===== src/rtl/sparse_act_gather.sv =====
// Purpose : 2:4 sparse activation gather (mode=0) or dense half-split (mode=1) into one output register.
// Latency : 1 cycle from input acceptance to out_valid; a dense beat emits two back-to-back output beats.
// Backpr. : in_ready = 1 when empty, = out_ready when holding one beat, = 0 while a dense high half is pending.
// Ports   : clk/rst_n; mode, in_valid/in_ready, act, sel (input beat);
//           out_valid/out_ready, out_data, out_idx_err (output beat); out_beat_cnt (accepted output beats).
module sparse_act_gather #(
  parameter int DATA_W = 8,
  parameter int GROUPS = 2,
  parameter int CNT_W  = 16
) (
  input  logic                       clk,
  input  logic                       rst_n,
  input  logic                       mode,
  input  logic                       in_valid,
  output logic                       in_ready,
  input  logic [GROUPS*4*DATA_W-1:0] act,
  input  logic [GROUPS*4-1:0]        sel,
  output logic                       out_valid,
  input  logic                       out_ready,
  output logic [GROUPS*2*DATA_W-1:0] out_data,
  output logic                       out_idx_err,
  output logic [CNT_W-1:0]           out_beat_cnt
);

  localparam int OUT_W = GROUPS * 2 * DATA_W;

  typedef enum logic [1:0] {
    IDLE    = 2'd0,
    FULL    = 2'd1,
    HI_PEND = 2'd2
  } state_t;

  state_t           state;
  logic [OUT_W-1:0] sparse_beat;
  logic [OUT_W-1:0] lo_beat;
  logic [OUT_W-1:0] hi_beat;
  logic [OUT_W-1:0] hi_hold;
  logic             sparse_err;
  logic             in_acc;
  logic             out_acc;

  // Candidate output beats for the current input; only one is captured, at acceptance.
  // Slot s = 2g+k sits at [(2*GROUPS-1-s)*DATA_W], so group 0 slot 0 is the MSB lane.
  always_comb begin
    int idx0;
    int idx1;
    sparse_beat = '0;
    lo_beat     = '0;
    hi_beat     = '0;
    sparse_err  = 1'b0;
    idx0        = 0;
    idx1        = 0;
    for (int g = 0; g < GROUPS; g++) begin
      idx0 = int'(sel[4*g +: 2]);
      idx1 = int'(sel[4*g+2 +: 2]);
      sparse_beat[(2*GROUPS-1-2*g)*DATA_W +: DATA_W] = act[(4*g+idx0)*DATA_W +: DATA_W];
      sparse_beat[(2*GROUPS-2-2*g)*DATA_W +: DATA_W] = act[(4*g+idx1)*DATA_W +: DATA_W];
      lo_beat[(2*GROUPS-1-2*g)*DATA_W +: DATA_W]     = act[(4*g+0)*DATA_W +: DATA_W];
      lo_beat[(2*GROUPS-2-2*g)*DATA_W +: DATA_W]     = act[(4*g+1)*DATA_W +: DATA_W];
      hi_beat[(2*GROUPS-1-2*g)*DATA_W +: DATA_W]     = act[(4*g+2)*DATA_W +: DATA_W];
      hi_beat[(2*GROUPS-2-2*g)*DATA_W +: DATA_W]     = act[(4*g+3)*DATA_W +: DATA_W];
      // Out-of-order or duplicate indices are flagged, but the gather still happens as indexed.
      if (idx0 >= idx1) sparse_err = 1'b1;
    end
  end

  always_comb begin
    in_ready = 1'b0;
    case (state)
      IDLE:    in_ready = 1'b1;
      FULL:    in_ready = out_ready;
      HI_PEND: in_ready = 1'b0;
      default: in_ready = 1'b0;
    endcase
  end

  assign in_acc  = in_valid & in_ready;
  assign out_acc = out_valid & out_ready;

  // An input can only be accepted in IDLE or in FULL while the held beat drains,
  // so a new load always takes priority over the drain-to-idle path.
  always_ff @(posedge clk or negedge rst_n) begin
    if (!rst_n) begin
      state        <= IDLE;
      out_valid    <= 1'b0;
      out_data     <= '0;
      out_idx_err  <= 1'b0;
      out_beat_cnt <= '0;
      hi_hold      <= '0;
    end else begin
      if (out_acc) out_beat_cnt <= out_beat_cnt + CNT_W'(1);

      if (in_acc) begin
        out_valid <= 1'b1;
        if (mode) begin
          out_data    <= lo_beat;
          hi_hold     <= hi_beat;
          out_idx_err <= 1'b0;
          state       <= HI_PEND;
        end else begin
          out_data    <= sparse_beat;
          out_idx_err <= sparse_err;
          state       <= FULL;
        end
      end else if (out_acc) begin
        if (state == HI_PEND) begin
          // Low half taken: present the high half on the same edge, no bubble.
          out_data    <= hi_hold;
          out_idx_err <= 1'b0;
          state       <= FULL;
        end else begin
          out_valid <= 1'b0;
          state     <= IDLE;
        end
      end
    end
  end

endmodule


===== config.mk =====
export PLATFORM = sky130hd
export DESIGN_NAME = sparse_act_gather
export DESIGN_NICKNAME = d
export VERILOG_FILES = /design/src/rtl/sparse_act_gather.sv
export SDC_FILE = /design/constraint.sdc
export NUM_CORES = 1
export LEC_CHECK = 0
export CAP_MARGIN = 20
export CORE_UTILIZATION = 44
export CTS_CLUSTER_DIAMETER = 80
export DETAILED_ROUTE_END_ITERATION = 12
export GPL_ROUTABILITY_DRIVEN = 0
export GPL_TIMING_DRIVEN = 0
export MAX_ROUTING_LAYER = met4
export PLACE_DENSITY = 0.76
export SLEW_MARGIN = 20
export SYNTH_ARGS = -nofsm -noshare
export SYNTH_HDL_FRONTEND = slang
export SYNTH_SLANG_ARGS = --single-unit
export TNS_END_PERCENT = 30

===== constraint.sdc =====
create_clock -name clk -period 1.4 [get_ports clk]
set_input_delay 0.35 -clock clk [delete_from_list [all_inputs] [get_ports clk]]
set_output_delay 0.35 -clock clk [all_outputs]
set_load 0.02 [all_outputs]

==> run summary <==
FFs w/ async S/R, synth -> 1.00
Initial antenna violation count -> 1
Die ar. -> 0.0114 sq mm
First-pass GRT wire length -> 22.3 mm
Max_cap viols -> 0
Placed cell area -> 0.00628 sq mm
Register area -> 0.00211 sq mm
Endpoints failing setup -> 69
Violated checks -> setup timing
Vias per cell -> 5.95
Final worst slack -> -0.301 ns
Area growth syn-to-layout -> 45.3%
Syn Nets -> 511
DR DRC count -> 0
DP Worst Slack -> -0.791 ns
Post-Route WL -> 15.1 mm
Primary FF master, synth -> dfrtp_1
# port buffers -> 121
Sequential fraction of the synthesis area -> 0.436
I/O Pins -> 128
Final Hold Vio Count -> 0
Final HPWL DP -> 9.78 mm
Synth area leaders -> dfrtp_1, mux4_2, mux2_2
Initial Util -> 0.461
Total power -> 11.9 mW
# rows -> 37
Post-synth top area cell -> dfrtp_1
Peak Freq -> 0.588 GHz
CTS buffer count -> 9
Leak -> 3.01 nW
Critical path peak fanout -> 10
Max clock buf depth -> 2
RSZ-0062 raised after global routing -> true
CTS Root Cell -> clkbuf_8
Hold Path Class -> input pin to flop
Library cells used by synthesis -> 38
First DRT Iteration DRCs -> 332
Critical path startpoint category -> flop
GR Layer Usage met1 -> 0.343
CTS H-tree depth -> 3
Die width -> 107 microns
EDFF count, synth -> 0
Slew Viols, Final -> 0
TNS Setup -> -13.58 ns
Syn Area/Cell -> 11.2 sq um
PD cells -> 1700 mW/mm^2
Fin cells -> 735
Final Skew -> 0.0153 ns
Clk slew on worst S/H paths -> 0.08 ns
Layout cells sized above 1 -> 0.398
Most frequent cell after synthesis -> dfrtp_1
Commonest cells post-synth -> dfrtp_1, mux2_2, nand2_1
CTS tree -> yes
Post-route clock period utilization -> 1.21
Grt peak-use layer -> met2
Endpoint kind of the worst setup timing path -> flop
DR pass1 iterations -> 5
Worst path required time -> 1.65 ns
Cell Area, Synth -> 0.00482 sq mm
Worst Tran Pin Value -> 0.651 ns
Relative slew slack -> 0.566
Synth top area share -> 0.436
Vias -> 4,376
Routed len/inst -> 20.5 microns
Final nets -> 676
Antenna-violating nets left -> 0
Met3 Resource Use GR -> 0.0511
VDD IR max -> 0.854 mV
Syn Inst Count -> 429
Largest net degree at the start of global routing -> 44
Die Ht -> 107 microns
YS warnings -> 0
Fillcell total -> 787
CP Data Arrival Time -> 1.95 ns
Flops & latches, synth -> 84
Crit Path Class -> flop to flop
TritonCTS Sinks -> 84
Later-pin clock latency in the skew report -> 0.37 ns
Multi-input gate area -> 0.00270 sq mm
Core ar. -> 0.0105 sq mm
Congestion Overflow GR -> 0
Inst Count DP -> 687
Final Critical Period -> 1.70 ns
Status -> finished, violations left
Post-route cell area -> 0.00701 sq mm
GR Layer Usage met2 -> 0.421
Total track usage -> 0.265
Vias in the first global route -> 4,304
[flip-flops by register name, indices dropped and copies added, names as in the netlist]
signal        flops
hi_hold          32
out_data         32
out_beat_cnt     16
state             2
out_idx_err       1
out_valid         1
[cells in the final DEF, fill, tap and decap left out, drive strengths merged, types with 2 or more instances in the layout]
cell type	n
clkdlybuf4s15	10
a21oi	18
nor2	36
dlygate4sd2	5
xor2	3
xnor2	12
nor3	27
inv	8
nand2b	30
o221ai	3
nand4	3
clkdlybuf4s50	64
clkinv	2
mux2	44
and3	3
o21ai	2
mux2i	4
nand2	40
nand3	8
clkbuf	30
ha	5
nand3b	5
a221oi	4
mux4	24
dfrtp	84
bufinv	2
a311oi	24
buf	89
[metal layers]
| layer | part of all wire | routed length [microns] |
|---|---|---|
| met1 | 0.40 | 6060 |
| met2 | 0.49 | 7340 |
| met3 | 0.087 | 1310 |
| met4 | 0.023 | 349 |
| met5 | 0 | 0 |
[final timing paths]
path	startpoint	to	slack, ns	cells after the start
max in group asynchronous	rst_n	hi_hold[21]	0.26	3
min	out_ready	out_beat_cnt[2]	0.31	3
min reg2reg	out_beat_cnt[15]	out_beat_cnt[15]	0.47	1
max	state[0]	out_data[2]	-0.30	7
min in group asynchronous	rst_n	out_beat_cnt[14]	0.52	2
max reg2reg	state[0]	out_data[2]	-0.30	7
[layout make-up]
cell class | count | share of cell area
flip-flops and latches | 84 | 0.300
clock inverters | 4 | 0.0105
inverters | 8 | 0.00428
multi-input cells | 303 | 0.385
repair buffers | 154 | 0.206
well taps | 136 | 0.0243
diodes | 1 | 0.000357
plain buffers | 34 | 0.0496
clock buffers | 11 | 0.0202
[report_power, final]
| group | switching [mW] | internal (mW) | total (mW) |
|---|---|---|---|
| clock network | 0.895 | 1.05 | 1.94 |
| registers | 0.708 | 3.51 | 4.21 |
| logic | 2.89 | 2.89 | 5.77 |
| total | 4.49 | 7.44 | 11.9 |
[worst max-delay path, stage by stage (launching register included)]
cell	delay, ns
dfrtp_1	0.42
nor2b_4	0.16
nor3_4	0.25
buf_6	0.17
buf_12	0.12
buf_4	0.19
o221a_2	0.22
a21oi_1	0.05
[stage by stage]
| stage | util | hold slack [ns] |
|---|---|---|
| 2_1_floorplan | - | 0.0544 |
| 3_3_place_gp | 0.598 | 0.458 |
| 3_5_place_dp | 0.600 | 0.383 |
| 4_1_cts | 0.655 | 0.292 |
| 5_1_grt | 0.670 | 0.309 |
| 6_report | 0.670 | 0.308 |
[cell families after synthesis]
family,after synthesis,synth area share
flops,84,0.436
simple gates,156,0.163
mux,72,0.223
fa+ha+maj,5,0.0130
buf+inv,42,0.0482
xor+xnor,15,0.0272
compound gates,55,0.0900
[repair_timing]
| item | CTS | global route |
|---|---|---|
| pin swaps | 13 | 21 |
| gates cloned | 4 | 3 |
| hold buffers | 1 | 0 |
| setup endpoints to repair | 115 | 99 |
| hold endpoints to repair | 34 | 0 |
| gates resized for setup | 211 | 72 |
| buffers inserted | 16 | 9 |
Power figures use the tool's default switching activity.
